**config.mk**
```make
export PLATFORM = sky130hd
export DESIGN_NAME = ibm_job_responder
export DESIGN_NICKNAME = d
export VERILOG_FILES = /design/src/rtl/ibm_job_responder.sv
export SDC_FILE = /design/constraint.sdc
export NUM_CORES = 1
export LEC_CHECK = 0
export CELL_PAD_IN_SITES_DETAIL_PLACEMENT = 1
export CELL_PAD_IN_SITES_GLOBAL_PLACEMENT = 1
export CORE_ASPECT_RATIO = 1.25
export CORE_MARGIN = 2
export CORE_UTILIZATION = 52
export DETAILED_ROUTE_END_ITERATION = 7
export DONT_BUFFER_PORTS = 1
export PLACE_DENSITY = 0.85
export RECOVER_POWER = 50
export REMOVE_ABC_BUFFERS = 1
export SYNTH_ARGS = -nofsm -noshare
export SYNTH_HDL_FRONTEND = slang
export SYNTH_SLANG_ARGS = --single-unit
```
**constraint.sdc**
```tcl
create_clock -name clk_100mhz -period 7.3 [get_ports clk_100mhz]
set_input_delay 1.095 -clock clk_100mhz [delete_from_list [all_inputs] [get_ports clk_100mhz]]
set_output_delay 1.095 -clock clk_100mhz [all_outputs]
set_load 0.02 [all_outputs]
```
**src/rtl/ibm_job_responder.sv**
```systemverilog
// ibm_job_responder
// Network-side endpoint of the IBM Quantum job interface. Submitted jobs (id + backend)
// are queued in a small FIFO. Each job is sent as a 6-byte request frame on the byte link.
// The matching result frame is then collected, and the measurement vector is returned with
// a one-cycle ibm_job_complete pulse.
//
// Optional feature macro: IBM_JOB_TIMEOUT_EN
//   When defined, an rx inactivity counter aborts a job after TIMEOUT_CYCLES silent cycles
//   and pulses job_timeout. When undefined, job_timeout is constant 0 and rx waits forever.
//
// Handshakes:
//   link_tx: a byte transfers on a cycle with link_tx_valid && link_tx_ready. Once raised,
//   valid stays high and link_tx_data stays stable until that byte transfers.
//   link_rx: there is no backpressure. Every cycle with link_rx_valid delivers one byte.
module ibm_job_responder #(
    parameter int CLASSICAL_BITS = 133,
    parameter int JOB_FIFO_DEPTH = 4
`ifdef IBM_JOB_TIMEOUT_EN
    ,
    parameter int TIMEOUT_CYCLES = 1_000_000
`endif
) (
    input  logic                      clk_100mhz,
    input  logic                      reset,
    input  logic [31:0]               ibm_job_id,
    input  logic [7:0]                ibm_backend_select,
    input  logic                      ibm_submit_pulse,
    output logic                      ibm_job_complete,
    output logic [CLASSICAL_BITS-1:0] ibm_measurement_result,
    output logic                      job_queue_full,
    output logic                      submit_dropped,
    output logic [7:0]                link_tx_data,
    output logic                      link_tx_valid,
    input  logic                      link_tx_ready,
    input  logic [7:0]                link_rx_data,
    input  logic                      link_rx_valid,
    output logic                      job_timeout,
    output logic                      busy
);

    localparam int RESULT_BYTES = (CLASSICAL_BITS + 7) / 8;
    localparam int AW = (JOB_FIFO_DEPTH > 1) ? $clog2(JOB_FIFO_DEPTH) : 1;
    localparam int CW = (RESULT_BYTES > 4) ? $clog2(RESULT_BYTES) : 2;

    localparam logic [AW:0]   FIFO_FULL = (AW + 1)'(JOB_FIFO_DEPTH);
    localparam logic [CW-1:0] ID_LAST   = CW'(3);
    localparam logic [CW-1:0] DATA_LAST = CW'(RESULT_BYTES - 1);
    localparam logic [2:0]    TX_LAST   = 3'd5;
    localparam logic [7:0]    TX_SOF    = 8'hA5;
    localparam logic [7:0]    RX_SOF    = 8'h5A;

    typedef enum logic [2:0] {
        S_IDLE    = 3'd0,
        S_TX      = 3'd1,
        S_RX_HDR  = 3'd2,
        S_RX_ID   = 3'd3,
        S_RX_DATA = 3'd4,
        S_DONE    = 3'd5
    } state_t;

    state_t state;
    state_t state_next;

    // Job FIFO storage: {backend, id}
    logic [39:0]   fifo_mem [JOB_FIFO_DEPTH];
    logic [AW-1:0] wr_ptr;
    logic [AW-1:0] rd_ptr;
    logic [AW:0]   fifo_count;
    logic          fifo_empty;
    logic          push;
    logic          pop;

    // Current job and frame progress
    logic [31:0]               cur_id;
    logic [7:0]                cur_backend;
    logic [2:0]                tx_idx;
    logic [CW-1:0]             rx_cnt;
    logic                      id_ok;
    logic [7:0]                id_byte;
    logic [CLASSICAL_BITS-1:0] shadow;
    logic                      tx_fire;
    logic                      timeout_hit;

    assign fifo_empty     = (fifo_count == '0);
    assign job_queue_full = (fifo_count == FIFO_FULL);
    // A pop in the same cycle frees a slot, so a submit into a full queue is still accepted.
    assign push           = ibm_submit_pulse && (!job_queue_full || pop);
    assign link_tx_valid  = (state == S_TX);
    assign busy           = (state != S_IDLE) || !fifo_empty;

    // FIFO pointers, occupancy and the drop indication
    always_ff @(posedge clk_100mhz or posedge reset) begin
        if (reset) begin
            wr_ptr         <= '0;
            rd_ptr         <= '0;
            fifo_count     <= '0;
            submit_dropped <= 1'b0;
        end else begin
            submit_dropped <= ibm_submit_pulse && !push;
            if (push) begin
                wr_ptr <= wr_ptr + 1'b1;
            end
            if (pop) begin
                rd_ptr <= rd_ptr + 1'b1;
            end
            if (push && !pop) begin
                fifo_count <= fifo_count + 1'b1;
            end else if (pop && !push) begin
                fifo_count <= fifo_count - 1'b1;
            end
        end
    end

    // FIFO storage is not reset; occupancy alone defines the valid entries
    always_ff @(posedge clk_100mhz) begin
        if (push) begin
            fifo_mem[wr_ptr] <= {ibm_backend_select, ibm_job_id};
        end
    end

    // Request byte select for the 6-byte frame
    always_comb begin
        link_tx_data = 8'h00;
        case (tx_idx)
            3'd0:    link_tx_data = TX_SOF;
            3'd1:    link_tx_data = cur_backend;
            3'd2:    link_tx_data = cur_id[31:24];
            3'd3:    link_tx_data = cur_id[23:16];
            3'd4:    link_tx_data = cur_id[15:8];
            3'd5:    link_tx_data = cur_id[7:0];
            default: link_tx_data = 8'h00;
        endcase
    end

    // Expected id byte for the current RX_ID position (MSB first)
    always_comb begin
        id_byte = 8'h00;
        case (rx_cnt[1:0])
            2'd0:    id_byte = cur_id[31:24];
            2'd1:    id_byte = cur_id[23:16];
            2'd2:    id_byte = cur_id[15:8];
            default: id_byte = cur_id[7:0];
        endcase
    end

`ifdef IBM_JOB_TIMEOUT_EN
    localparam int TW = (TIMEOUT_CYCLES > 1) ? $clog2(TIMEOUT_CYCLES) : 1;
    localparam logic [TW-1:0] TO_LAST = TW'(TIMEOUT_CYCLES - 1);

    logic [TW-1:0] to_cnt;
    logic          in_rx;

    assign in_rx       = (state == S_RX_HDR) || (state == S_RX_ID) || (state == S_RX_DATA);
    assign timeout_hit = in_rx && !link_rx_valid && (to_cnt == TO_LAST);

    // Rx inactivity counter: zeroed while sending (so it starts at 0 in RX_HDR) and on each rx byte
    always_ff @(posedge clk_100mhz or posedge reset) begin
        if (reset) begin
            to_cnt <= '0;
        end else if (state == S_TX) begin
            to_cnt <= '0;
        end else if (in_rx) begin
            if (link_rx_valid || timeout_hit) begin
                to_cnt <= '0;
            end else begin
                to_cnt <= to_cnt + 1'b1;
            end
        end else begin
            to_cnt <= '0;
        end
    end
`else
    assign timeout_hit = 1'b0;
`endif

    // State register
    always_ff @(posedge clk_100mhz or posedge reset) begin
        if (reset) begin
            state <= S_IDLE;
        end else begin
            state <= state_next;
        end
    end

    // Next-state logic and per-cycle control strobes
    always_comb begin
        state_next = state;
        pop        = 1'b0;
        tx_fire    = 1'b0;
        case (state)
            S_IDLE: begin
                if (!fifo_empty) begin
                    pop        = 1'b1;
                    state_next = S_TX;
                end
            end
            S_TX: begin
                if (link_tx_ready) begin
                    tx_fire = 1'b1;
                    if (tx_idx == TX_LAST) begin
                        state_next = S_RX_HDR;
                    end
                end
            end
            S_RX_HDR: begin
                if (link_rx_valid && (link_rx_data == RX_SOF)) begin
                    state_next = S_RX_ID;
                end
            end
            S_RX_ID: begin
                // The whole 4-byte id is consumed before a mismatching frame is dropped
                if (link_rx_valid && (rx_cnt == ID_LAST)) begin
                    if (id_ok && (link_rx_data == id_byte)) begin
                        state_next = S_RX_DATA;
                    end else begin
                        state_next = S_RX_HDR;
                    end
                end
            end
            S_RX_DATA: begin
                if (link_rx_valid && (rx_cnt == DATA_LAST)) begin
                    state_next = S_DONE;
                end
            end
            S_DONE: begin
                state_next = S_IDLE;
            end
            default: begin
                state_next = S_IDLE;
            end
        endcase
        if (timeout_hit) begin
            state_next = S_IDLE;
        end
    end

    // Job capture, frame counters, result shadow and the result/complete outputs
    always_ff @(posedge clk_100mhz or posedge reset) begin
        if (reset) begin
            cur_id                 <= '0;
            cur_backend            <= '0;
            tx_idx                 <= '0;
            rx_cnt                 <= '0;
            id_ok                  <= 1'b0;
            shadow                 <= '0;
            ibm_measurement_result <= '0;
            ibm_job_complete       <= 1'b0;
            job_timeout            <= 1'b0;
        end else begin
            ibm_job_complete <= 1'b0;
            job_timeout      <= timeout_hit;
            if (pop) begin
                cur_id      <= fifo_mem[rd_ptr][31:0];
                cur_backend <= fifo_mem[rd_ptr][39:32];
                tx_idx      <= '0;
            end
            if (tx_fire) begin
                tx_idx <= (tx_idx == TX_LAST) ? 3'd0 : tx_idx + 3'd1;
            end
            if (link_rx_valid) begin
                case (state)
                    S_RX_HDR: begin
                        if (link_rx_data == RX_SOF) begin
                            rx_cnt <= '0;
                            id_ok  <= 1'b1;
                        end
                    end
                    S_RX_ID: begin
                        if (link_rx_data != id_byte) begin
                            id_ok <= 1'b0;
                        end
                        rx_cnt <= (rx_cnt == ID_LAST) ? '0 : rx_cnt + 1'b1;
                    end
                    S_RX_DATA: begin
                        // LS byte first; bits past CLASSICAL_BITS in the last byte fall away
                        for (int i = 0; i < CLASSICAL_BITS; i++) begin
                            if (rx_cnt == CW'(i / 8)) begin
                                shadow[i] <= link_rx_data[3'(i % 8)];
                            end
                        end
                        rx_cnt <= rx_cnt + 1'b1;
                    end
                    default: begin
                    end
                endcase
            end
            if (state == S_DONE) begin
                ibm_measurement_result <= shadow;
                ibm_job_complete       <= 1'b1;
            end
        end
    end

endmodule

```
==> results.md <==
* Num CTS Buffers at 36
* CTS resizes at 0
* Asr flop ratio synth at 0.552
* Chip Height at 193 microns
* Largest net degree at the start of global routing at 128
* Largest fanout on the critical path at 18
* Critical Path Start Type: flop
* Place WS at 4060 ps
* I/O Pins at 200
* Yosys reg bits at 357
* Fillers at 2671
* Post-layout net count at 1096
* Initial core utilization at 0.524
* Cells on worst reg2reg path at 8
* Cells after synthesis at 1039
* All-layer global routing usage at 0.217
* Layout area overhead at 7.69%
* Routed WL at 31.4 mm
* Sequential area share after synthesis at 0.658
* Clock Skew at 23.3 ps
* Vias at 7893
* Reg2Reg Setup Slack at 4230 ps
* Hold-fix buffers, CTS at 0
* XOR/XNOR share of the synthesized area at 0.00829
* Worst-Skew Late Latency at 520 ps
* Final Hold Fails at 0
* Period Utilization, post-route at 0.533
* Worst VDD drop at 0.276 mV
* WL per Instance at 22.2 microns
* Root Driver: clkbuf_16
* Setup TNS at 0 ps
* First-pass GRT wire length at 49.3 mm
* Final min period at 3890 ps
* Compound-Gate Fraction of Synth Area at 0.0300
* Hold path start: shadow[67]
* Initial antenna violation count at 0
* Adder-Cell Fraction of Synth Area at 0.0107
* Mux cell area share after synthesis at 0.153
* Final hold slack at 462 ps
* Hold depth at 2
* # DRC at 0
* RSZ-0062 raised after global routing: false
* Setup WS post-layout at 3410 ps
* Final Max Tran Viols at 0
* Netlist cell types at 57
* CTS H-Tree Depth at 2
* Main combinational cell family by area after synthesis: multiplexers
* DRT Pass-1 Iters at 5
* Yosys top cell area share at 0.333
* Worst Tran Pin Value at 1190 ps
* TritonCTS clock tree: built
* Pleak at 6.90 nW
* Worst reg2reg path endpoint: fifo_count[2]
* Worst Hold Endpoint: ibm_measurement_result[67]
* Ant diodes at 0
* Placeable Area at 28200 sq um
* Fmax at 257 MHz
* Final setup violation count at 0
* Routed Antenna Nets at 0
* Post-CTS setup buffers at 0
* Top cells by area, synth: dfrtp_1, edfxtp_1, mux2_2
* Site Rows at 69
* Max Cap Viol at 0
* Clock sinks at 357
* CTS clock-pin slew for the worst setup and hold paths at 60 ps
* Max Buffers Root-to-Sink at 3
* Status: finished clean
* Simple-gate share of the synthesized area at 0.0840
* Avg Inst Size Synth at 14.2 sq um
* Crit. End Element: primary output
* Global route overflow at 0
* PwrDens at 355 nW/um^2
* Placer Congestion at 0.796
* Critical Path RT at 6200 ps
* Largest area contributor in the netlist: dfrtp_1
* Vias in the first global route at 8817
* IO Port Bufs at 0
* Layout cell share with drive strength beyond 1 at 0.209
* Die X at 155 microns
* Max-slew headroom at 0.202
* Vias per inst at 5.58
* Critical path type: reg -> out
* Post-synth EDFFs at 160
* Worst Path Arrival at 2800 ps
* HP Class: reg -> reg
* Initial DRC Count at 532
* Synth Warn # at 0
* Top_reg_cell synth: dfrtp_1
* DP HPWL at 19.7 mm
* Die Area at 29800 sq um
* Cell area after synthesis at 14800 sq um
* R2r startpoint: fifo_count[0]
[cell usage after synthesis, types with 3 or more instances]
cell,number
a21o_1,3
o21ai_0,5
nand2b_1,3
mux2_2,110
nor3_1,4
and2_1,7
nor2_1,12
dfrtp_1,197
mux2i_1,12
a222oi_1,8
and3_1,6
buf_2,12
ha_1,11
nand3_1,10
xnor2_1,11
nand4_1,3
edfxtp_1,160
buf_4,68
mux4_2,40
a221oi_1,3
nor2b_1,6
o221ai_1,7
a22oi_1,6
clkbuf_1,34
xor2_1,3
a21oi_1,6
a31oi_1,4
inv_1,23
nand2_1,229
buf_1,4
[report_power, final]
group | total, mW | internal [mW] | switching [mW]
sequential | 2.73 | 2.46 | 0.270
combinational | 1.20 | 0.509 | 0.693
clock | 1.72 | 0.981 | 0.740
[routing by layer]
layer / wire length (microns) / track usage
met1: 11600 / 0.241
met2: 16600 / 0.399
met3: 2330 / 0.0618
met4: 862 / 0.0719
met5: 0 / 0
[area by class of cell]
cell class / instances / area (sq um) / share of cell area
inverters: 24 / 97.6 / 0.00613
repair buffers: 9 / 67.6 / 0.00424
clock buffers: 51 / 1020 / 0.0640
multi-input cells: 603 / 4470 / 0.281
well taps: 355 / 444 / 0.0279
clock inverters: 15 / 91.3 / 0.00574
flip-flops and latches: 357 / 9740 / 0.611
[placed cells by master (no fill, tap or decap), types with 4 or more instances in the layout]
master     netlist  layout
clkbuf_8         0       4
edfxtp_1       160     160
a31oi_1          4       4
clkbuf_16        0      37
a222oi_1         8       8
conb_1           1      66
mux4_2          40      40
nor2_1          12      12
and2_0           1       4
ha_1            11      11
o21ai_0          5       5
mux2_2         110     109
and2_1           7       4
mux2i_1         12      12
a21oi_1          6       6
and3_1           6       6
clkinv_2         0       7
clkbuf_1        34      10
a22oi_1          6       6
nor2b_1          6       6
nand2_1        229     229
o221ai_1         7       7
buf_4           68       9
xnor2_1         11      11
nor3_1           4       5
nand3_1         10      10
inv_1           23      22
dfrtp_1        197     196
[critical path, stage by stage (launching register included)]
cell	delay [ps]
dfrtp_1	800
inv_1	260
nor2_1	470
a22oi_1	150
o221ai_1	580
[logic make-up (layout without fill, tap and decap cells)]
group,count (synthesis),after routing
buffers and inverters,144,99
AND/OR/NAND/NOR,293,293
adder cells (fa/ha/maj),12,12
flip-flops,357,357
other,1,66
multiplexers,162,162
XOR/XNOR,14,14
AO/OA/AOI/OAI,56,56
[metrics by stage]
| stage | utilization | cell area, sq um | power [mW] | cells |
|---|---|---|---|---|
| after global routing | 0.564 | 15900 | 5.89 | 1414 |
| after floorplan | - | 14300 | 3.55 | 984 |
| after CTS | 0.564 | 15900 | 5.71 | 1414 |
| after detailed placement | 0.525 | 14800 | 3.95 | 1348 |
| after global placement | 0.525 | 14800 | 3.87 | 1348 |
| final | 0.564 | 15900 | 5.65 | 1414 |
[sequential cells by signal (all words and copies together) (netlist names), 5 cells and up]
name / count
ibm_measurement_result: 68
rx_cnt: 5
shadow: 68
fifo_mem: 160
cur_id: 32
cur_backend: 8
[worst max path at each step]
stage          startpoint              end  slack, ps  cells after the start
2_1_floorplan       reset   cur_backend[0]        840                      1
3_3_place_gp    tx_idx[2]  link_tx_data[1]       4280                      4
3_5_place_dp    tx_idx[2]  link_tx_data[0]       4060                      4
4_1_cts         tx_idx[2]  link_tx_data[0]       3460                      4
5_1_grt         tx_idx[2]  link_tx_data[4]       3260                      4
6_report        tx_idx[2]  link_tx_data[3]       3410                      4
(Power assumes the default switching activity.)
